File: src/rtl/bp_pkg.sv
// rtl/bp_pkg.sv - shared types, constants and counter helper for the branch predictor
// Purpose: 2-bit direction counter encoding, BTB entry layout, reset values,
//          and the saturating counter update used by the training path.
// Ports: none (package).
package bp_pkg;

  // Tag is stored at its widest possible size (pc[31:2]). For a given
  // ENTRIES only pc[31:IDX_W+2] is kept, zero-extended, so one struct
  // serves every legal table size.
  localparam int TAG_W = 30;

  typedef enum logic [1:0] {
    SNT = 2'b00,
    WNT = 2'b01,
    WT  = 2'b10,
    ST  = 2'b11
  } ctr_t;

  localparam ctr_t CTR_RESET = WNT;

  typedef struct packed {
    logic             valid;
    logic [TAG_W-1:0] tag;
    logic [31:0]      target;
    ctr_t             ctr;
  } btb_entry_t;

  localparam int ENTRY_W = $bits(btb_entry_t);

  localparam btb_entry_t ENTRY_RESET = '{
    valid:  1'b0,
    tag:    '0,
    target: '0,
    ctr:    CTR_RESET
  };

  // Saturating step: ST stays ST on taken, SNT stays SNT on not-taken.
  function automatic ctr_t sat_update(ctr_t c, logic taken);
    ctr_t n;
    n = c;
    case (c)
      SNT: n = taken ? WNT : SNT;
      WNT: n = taken ? WT  : SNT;
      WT:  n = taken ? ST  : WNT;
      ST:  n = taken ? ST  : WT;
      default: n = CTR_RESET;
    endcase
    return n;
  endfunction

endpackage

File: src/rtl/bp_table.sv
// rtl/bp_table.sv - BTB storage: register array, two combinational reads, one synchronous write
// Purpose: holds ENTRIES btb_entry_t records; clears every entry on rst.
// Ports:
//   clk, rst           clock, synchronous active-high reset
//   rd_idx / rd_entry  fetch-side lookup (combinational)
//   up_idx / up_entry  training-side lookup (combinational)
//   wr_en, wr_idx, wr_entry  synchronous write; ignored while rst is high
module bp_table
  import bp_pkg::*;
#(
  parameter int ENTRIES = 16,
  parameter int IDX_W   = $clog2(ENTRIES)
) (
  input  logic               clk,
  input  logic               rst,
  input  logic [IDX_W-1:0]   rd_idx,
  output logic [ENTRY_W-1:0] rd_entry,
  input  logic [IDX_W-1:0]   up_idx,
  output logic [ENTRY_W-1:0] up_entry,
  input  logic               wr_en,
  input  logic [IDX_W-1:0]   wr_idx,
  input  logic [ENTRY_W-1:0] wr_entry
);

  btb_entry_t mem [ENTRIES];

  // Reads see the registered contents only: a write on this edge becomes
  // visible on the next cycle, with no bypass.
  assign rd_entry = mem[rd_idx];
  assign up_entry = mem[up_idx];

  always_ff @(posedge clk) begin
    if (rst) begin
      for (int i = 0; i < ENTRIES; i++) begin
        mem[i] <= ENTRY_RESET;
      end
    end else if (wr_en) begin
      mem[wr_idx] <= btb_entry_t'(wr_entry);
    end
  end

endmodule

File: src/rtl/branch_predictor.sv
// rtl/branch_predictor.sv - direct-mapped BTB with 2-bit direction counters (top)
// Purpose: predicts next PC for the fetch PC, trains on EX-stage branch
//          resolutions, and raises a same-cycle mispredict/redirect.
// Ports:
//   clk, rst                      clock, synchronous active-high reset
//   f_pc -> pred_taken, pred_target   combinational fetch prediction
//   upd_valid, upd_pc, upd_taken, upd_is_jmp, upd_actual_pc,
//   upd_pred_taken, upd_pred_target  resolution from EX
//   mispredict, redirect_pc       combinational flush/redirect
//   stat_branches, stat_mispredicts   present only when BP_STATS_EN is defined
module branch_predictor
  import bp_pkg::*;
#(
  parameter int ENTRIES = 16,
  parameter int IDX_W   = $clog2(ENTRIES)
) (
  input  logic        clk,
  input  logic        rst,
  input  logic [31:0] f_pc,
  output logic        pred_taken,
  output logic [31:0] pred_target,
  input  logic        upd_valid,
  input  logic [31:0] upd_pc,
  input  logic        upd_taken,
  input  logic        upd_is_jmp,
  input  logic [31:0] upd_actual_pc,
  input  logic        upd_pred_taken,
  input  logic [31:0] upd_pred_target,
  output logic        mispredict,
  output logic [31:0] redirect_pc
`ifdef BP_STATS_EN
  ,
  output logic [31:0] stat_branches,
  output logic [31:0] stat_mispredicts
`endif
);

  logic [IDX_W-1:0] rd_idx;
  logic [IDX_W-1:0] up_idx;
  logic [TAG_W-1:0] f_tag;
  logic [TAG_W-1:0] u_tag;
  btb_entry_t       rd_entry;
  btb_entry_t       up_entry;
  btb_entry_t       wr_entry;
  logic             wr_en;
  logic             f_hit;
  logic             u_hit;
  logic             unused_pc_bits;

  // pc[1:0] never participates in index or tag.
  assign unused_pc_bits = ^upd_pc[1:0];

  assign rd_idx = f_pc[IDX_W+1:2];
  assign up_idx = upd_pc[IDX_W+1:2];
  assign f_tag  = f_pc[31:2] >> IDX_W;
  assign u_tag  = upd_pc[31:2] >> IDX_W;

  bp_table #(
    .ENTRIES (ENTRIES),
    .IDX_W   (IDX_W)
  ) u_table (
    .clk      (clk),
    .rst      (rst),
    .rd_idx   (rd_idx),
    .rd_entry (rd_entry),
    .up_idx   (up_idx),
    .up_entry (up_entry),
    .wr_en    (wr_en),
    .wr_idx   (up_idx),
    .wr_entry (wr_entry)
  );

  // Fetch lookup. Gating with rst keeps the first reset cycle (table not
  // yet cleared) from predicting out of stale contents.
  assign f_hit       = rd_entry.valid && (rd_entry.tag == f_tag);
  assign pred_taken  = !rst && f_hit && rd_entry.ctr[1];
  assign pred_target = pred_taken ? rd_entry.target : f_pc + 32'd4;

  // Target mismatch only matters when the branch was actually taken; a
  // not-taken branch that was predicted not-taken is always correct.
  assign mispredict  = upd_valid && !rst &&
                       ((upd_taken != upd_pred_taken) ||
                        (upd_taken && (upd_actual_pc != upd_pred_target)));
  assign redirect_pc = upd_actual_pc;

  assign u_hit = up_entry.valid && (up_entry.tag == u_tag);

  always_comb begin
    wr_en    = 1'b0;
    wr_entry = up_entry;
    if (upd_valid && !rst) begin
      if (u_hit) begin
        wr_en = 1'b1;
        if (upd_is_jmp) begin
          wr_entry.ctr    = ST;
          wr_entry.target = upd_actual_pc;
        end else begin
          wr_entry.ctr = sat_update(up_entry.ctr, upd_taken);
          if (upd_taken) begin
            wr_entry.target = upd_actual_pc;
          end
        end
      end else if (upd_taken) begin
        // Allocate on a taken miss, evicting whatever aliases this index.
        wr_en           = 1'b1;
        wr_entry.valid  = 1'b1;
        wr_entry.tag    = u_tag;
        wr_entry.target = upd_actual_pc;
        wr_entry.ctr    = upd_is_jmp ? ST : WT;
      end
    end
  end

`ifdef BP_STATS_EN
  always_ff @(posedge clk) begin
    if (rst) begin
      stat_branches    <= '0;
      stat_mispredicts <= '0;
    end else begin
      if (upd_valid) begin
        stat_branches <= stat_branches + 32'd1;
      end
      if (mispredict) begin
        stat_mispredicts <= stat_mispredicts + 32'd1;
      end
    end
  end
`endif

endmodule

File: config.mk
export PLATFORM = sky130hd
export DESIGN_NAME = branch_predictor
export DESIGN_NICKNAME = d
export VERILOG_FILES = /design/src/rtl/bp_pkg.sv /design/src/rtl/bp_table.sv /design/src/rtl/branch_predictor.sv
export SDC_FILE = /design/constraint.sdc
export NUM_CORES = 2
export LEC_CHECK = 0
export ABC_CLOCK_PERIOD_IN_PS = 6900
export CORE_MARGIN = 2
export CORE_UTILIZATION = 29
export CTS_BUF_LIST = sky130_fd_sc_hd__clkbuf_8
export DETAILED_ROUTE_END_ITERATION = 10
export GPL_TIMING_DRIVEN = 1
export PLACE_DENSITY_LB_ADDON = 0.2
export SYNTH_ARGS = -nofsm -noshare
export SYNTH_HDL_FRONTEND = slang
export SYNTH_HIERARCHICAL = 1
export SYNTH_SLANG_ARGS = --single-unit
File: constraint.sdc
create_clock -name clk -period 6.9 [get_ports clk]
set_input_delay 1.38 -clock clk [delete_from_list [all_inputs] [get_ports clk]]
set_output_delay 1.38 -clock clk [all_outputs]
set_load 0.005 [all_outputs]
# Yosys cells after proc, flatten, opt, wreduce, memory -nomap -nowiden
# Memories as Yosys holds them, arrays and structs flattened.
# Cells that the tools add are included.
[classes]
eq_ne = 7
muxes = 24
add_sub_neg = 1
reduce_logical = 11
[ops]
columns = ["cell", "n"]
rows = [
  ["2-to-1 mux 65 bit", 3],
  ["2-to-1 mux 34 bit", 2],
  ["OR reduction 65 bit", 1],
  ["2-to-1 mux 32 bit", 2],
  ["== test 30 x 26 -> 1 bit", 2],
  ["adder 32 x 3 -> 32 bit (second input constant)", 1],
  ["!= test 32 bit", 1],
  ["2-to-1 mux 31 bit", 1],
  ["2-to-1 mux 1 bit", 12],
  ["case mux 2 bit (4 select lines)", 1],
  ["logical AND 1 bit", 7],
  ["== test 2 bit (second input constant)", 2],
  ["2-to-1 mux 2 bit", 2],
  ["2-to-1 mux 4 bit", 1],
  ["== test 2 x 1 -> 1 bit (second input constant)", 1],
  ["logical NOT 2 bit", 1],
  ["logical NOT 1 bit", 1],
  ["logical OR 1 bit", 1],
  ["!= test 1 bit", 1],
]
[word_totals]
wordCells = 44
n_memories = 1
regBits = 0
inputBits = 134
out_inout_bits = 66
mem_bits_rw = 1040
[mem_list]
columns = ["memory", "words", "word_bits", "read_ports", "rd_clocked_by_memory_dff", "write_ports", "line_no", "source"]
rows = [
  ["u_table.mem", 16, 65, 2, 0, 16, "bp_table.sv:25", "btb_entry_t mem [ENTRIES];"],
]

# Logic depth before layout (Yosys ltp)
# An unclocked memory read counts as a cell.
[depth]
depth_word = 10
mapped_depth = 17
ltp_nobuf = 11

# Hierarchy
# The synthesis kept the hierarchy.
[by_module_without_submodules]
columns = ["mod", "n_inst", "cells_each", "seq_area_each_um2", "area_each_um2"]
rows = [
  ["bp_table", 1, 3389, 31230.0, 53686.5],
  ["branch_predictor", 1, 360, 0.0, 3176.8],
]

# Least setup slack after synthesis
# OpenSTA, ideal clock, no wires.
[synth_timing]
path_type = "input to register"
startpoint = "input port upd_pc[2]"
endpoint = "memory u_table/mem[0][0] (netlist bit) (enable)"
setup_time_ps = 395
required_time_ps = 6505
arrival_time_ps = 5780
stages = 16
slack_ps = 725
path_buffers = 5
cell_sequence = "buf_2 > buf_2 > buf_2 > mux4_2 > a22oi_1 > nand2_1 > nor4_4 > nand4_2 > nor4_4 > nand2_1 > a21oi_1 > or4b_1 > buf_2 > nor3_4 > buf_6 > or2_2"
[synth_rtl]
columns = ["element", "line_no", "source"]
rows = [
  ["from (decl)", "branch_predictor.sv:23", "input logic [31:0] upd_pc,"],
  ["to (decl)", "bp_table.sv:25", ""],
]

==> results.tsv <==
metric	value	unit
grt_antenna_before_repair	13	
fin_skew	0.0776	ns
cts_tree	done	
final_util	0.342	
clkTransAtPathRegs	0.06	ns
min_path_type	reg2reg	
power.density	224	nW/um2
dieArea	199000	um2
fillCellCount	18736	
drc_errors	0	
finalWeightedCongestion	0.790	
max_flop_register	u_table/mem	
die-width	446	um
path_cells	buf_8 -> buf_12 -> buf_12 -> buf_12 -> mux4_2 -> a22oi_1 -> nand2_1 -> xnor2_1 -> nand4_1 -> nor2_1 -> nand4_1 -> buf_4 -> a21oi_1 -> clkdlybuf4s50_1	
wire_per_inst	32.6	um
critPathArrivalTime	5.43	ns
dpl.hpwl	126	mm
clk_latency	0.94	ns
status	completed	
r2r-start	u_table/mem[11][59]	
design_power_total	15.0	mW
cts_root_buf	clkbuf_8	
crit_path_start_kind	input pin	
largest_registers	u_table/mem x1040	
dr.pass1.iters	5	
via_count	35584	
start_util	0.291	
required	5.52	ns
numPortBuffers	197	
grt_pass1_wl	303	mm
hold_viol	0	
max_cap_viol_count	0	
setup_violations	0	
postSynthCellCount	3742	
crit_type	in2out	
regArea	31200	um2
crit_slowest_cell	clkdlybuf4s50_1	
place_inst	6377	
ioPinCount	200	
final-max-slew-violation-count	0	
htreeDepth	4	
drt-vias-per-instance	5.28	
grt_max_degree	66	
crit_path_start	f_pc[2]	
grt_overflow_total	0	
holdCritStartpoint	u_table/mem[14][13]	
cp_top_family	buffers and inverters	
period_minus_slack	6.81	ns
synth_nets	3877	
drt-initial-drc-count	3549	
netlist_area	56800	um2
antenna_left	0	
slowest_delay	0.56	ns
multiInputGateArea	23900	um2
rows	162	
drive_above_1_share	0.271	
max_slew_margin	0.389	
die_y	446	um
worst_pin_slew	0.914	ns
area_delta_synth_final	17.5	%
worst-path-buf-inv	6	
largest_register_ffs	1040	
crit_fanout	18	
cts.sinks	1040	
fin_nets	4084	
avgSynthCellArea	15.2	um2
ctsHoldBuffers	0	
grt_pass1_vias	37258	
grt_usage	0.221	
cts_buffers	191	
leakage	23.6	nW
dpl_cell_area	63000	um2
rsz0062_at_grt	false	
path_common_cell	buf_12	
design_area	66700	um2
clk_path_buf_depth	3	
yosysWarnings	6	
drt_wl_total	220	mm
max_freq	0.147	GHz
ir_worst_vdd	168	uV
final_cells	6742	
worstSetupEndpointType	output port	
core	195000	um2
fin_crit_sh	0.987	
cell usage in the layout (no fill, tap or decap), types with 3 or more instances in the layout:
cell and count:
edfxtp_1 1040, clkbuf_8 193, nor3_2 3, nor4_1 7
clkinv_2 23, clkinvlp_4 5, inv_1 72, nor2b_4 4
buf_8 4, nand4_1 25, or2_4 16, and4_1 3
inv_6 4, nor4_2 3, diode_2 15, a21oi_1 3
clkinv_1 42, nand3_1 9, nand2b_1 7, nor2_1 9
bufinv_16 7, mux2_2 59, nor2_4 14, xnor2_1 75
clkdlybuf4s50_1 191, nand2_1 145, xor2_1 36, or3_1 12
and3_1 5, nor3_1 5, and2_1 1029, mux4_2 516
buf_4 123, mux2_4 30, buf_12 87, a22oi_1 258
a31oi_1 3
final cells by class:
class                   count  share of cell area
flip-flops and latches   1040               0.468
multi-input cells        2305               0.359
repair buffers            407              0.0698
well taps                2624              0.0492
clock buffers             193              0.0398
clock inverters           154              0.0133
diodes                     15            0.000563
inverters                   4            0.000225
worst paths after layout:
check / end / slack (ns) / depth (start not counted)
hold / removal: u_table/mem[7][13] / 1.13 / 5
hold reg to reg: u_table/mem[7][13] / 1.13 / 5
setup reg to reg: u_table/mem[0][3] / 1.96 / 12
setup / recovery: pred_target[2] / 0.09 / 14
worst register-to-register path, delay by kind of cell, from the launching register on:
kind,cells,cell delay (ns)
flip-flops,1,0.38
buffers and inverters,1,0.38
AO/OA/AOI/OAI,2,0.44
XOR/XNOR,1,0.63
AND/OR/NAND/NOR,7,2.21
multiplexers,1,0.51
per-layer routing:
layer / share of wire / up-vias / track usage
met4: 0.040 / 0 / 0.0864
met3: 0.064 / 338 / 0.0317
met1: 0.40 / 18880 / 0.283
li1: - / 14857 / -
met5: 0 / - / 0
met2: 0.50 / 1509 / 0.375
stage by stage:
stage	setup WS [ns]	hold slack [ns]	setup TNS (ns)
after CTS	0.0492	1.13	0
final	0.0902	1.13	0
after global routing	0.0255	1.18	0
after detailed placement	-0.473	1.12	-9.44
after global placement	-0.538	1.12	-11.67
after floorplan	0.725	0.993	0
repair_timing:
action / in CTS / in global routing
gates resized for setup: 5 / 0
buffers inserted: 3 / 0
endpoints found under the hold margin: 0 / 0
endpoints found under the setup margin: 33 / 0
where the power goes:
group	switching (mW)	leakage [nW]	internal, mW	total [mW]
clock network	2.79	2.06	2.87	5.67
registers	0.0988	10.7	7.16	7.26
logic	1.21	10.8	0.825	2.04
Power figures use the tool's default switching activity.
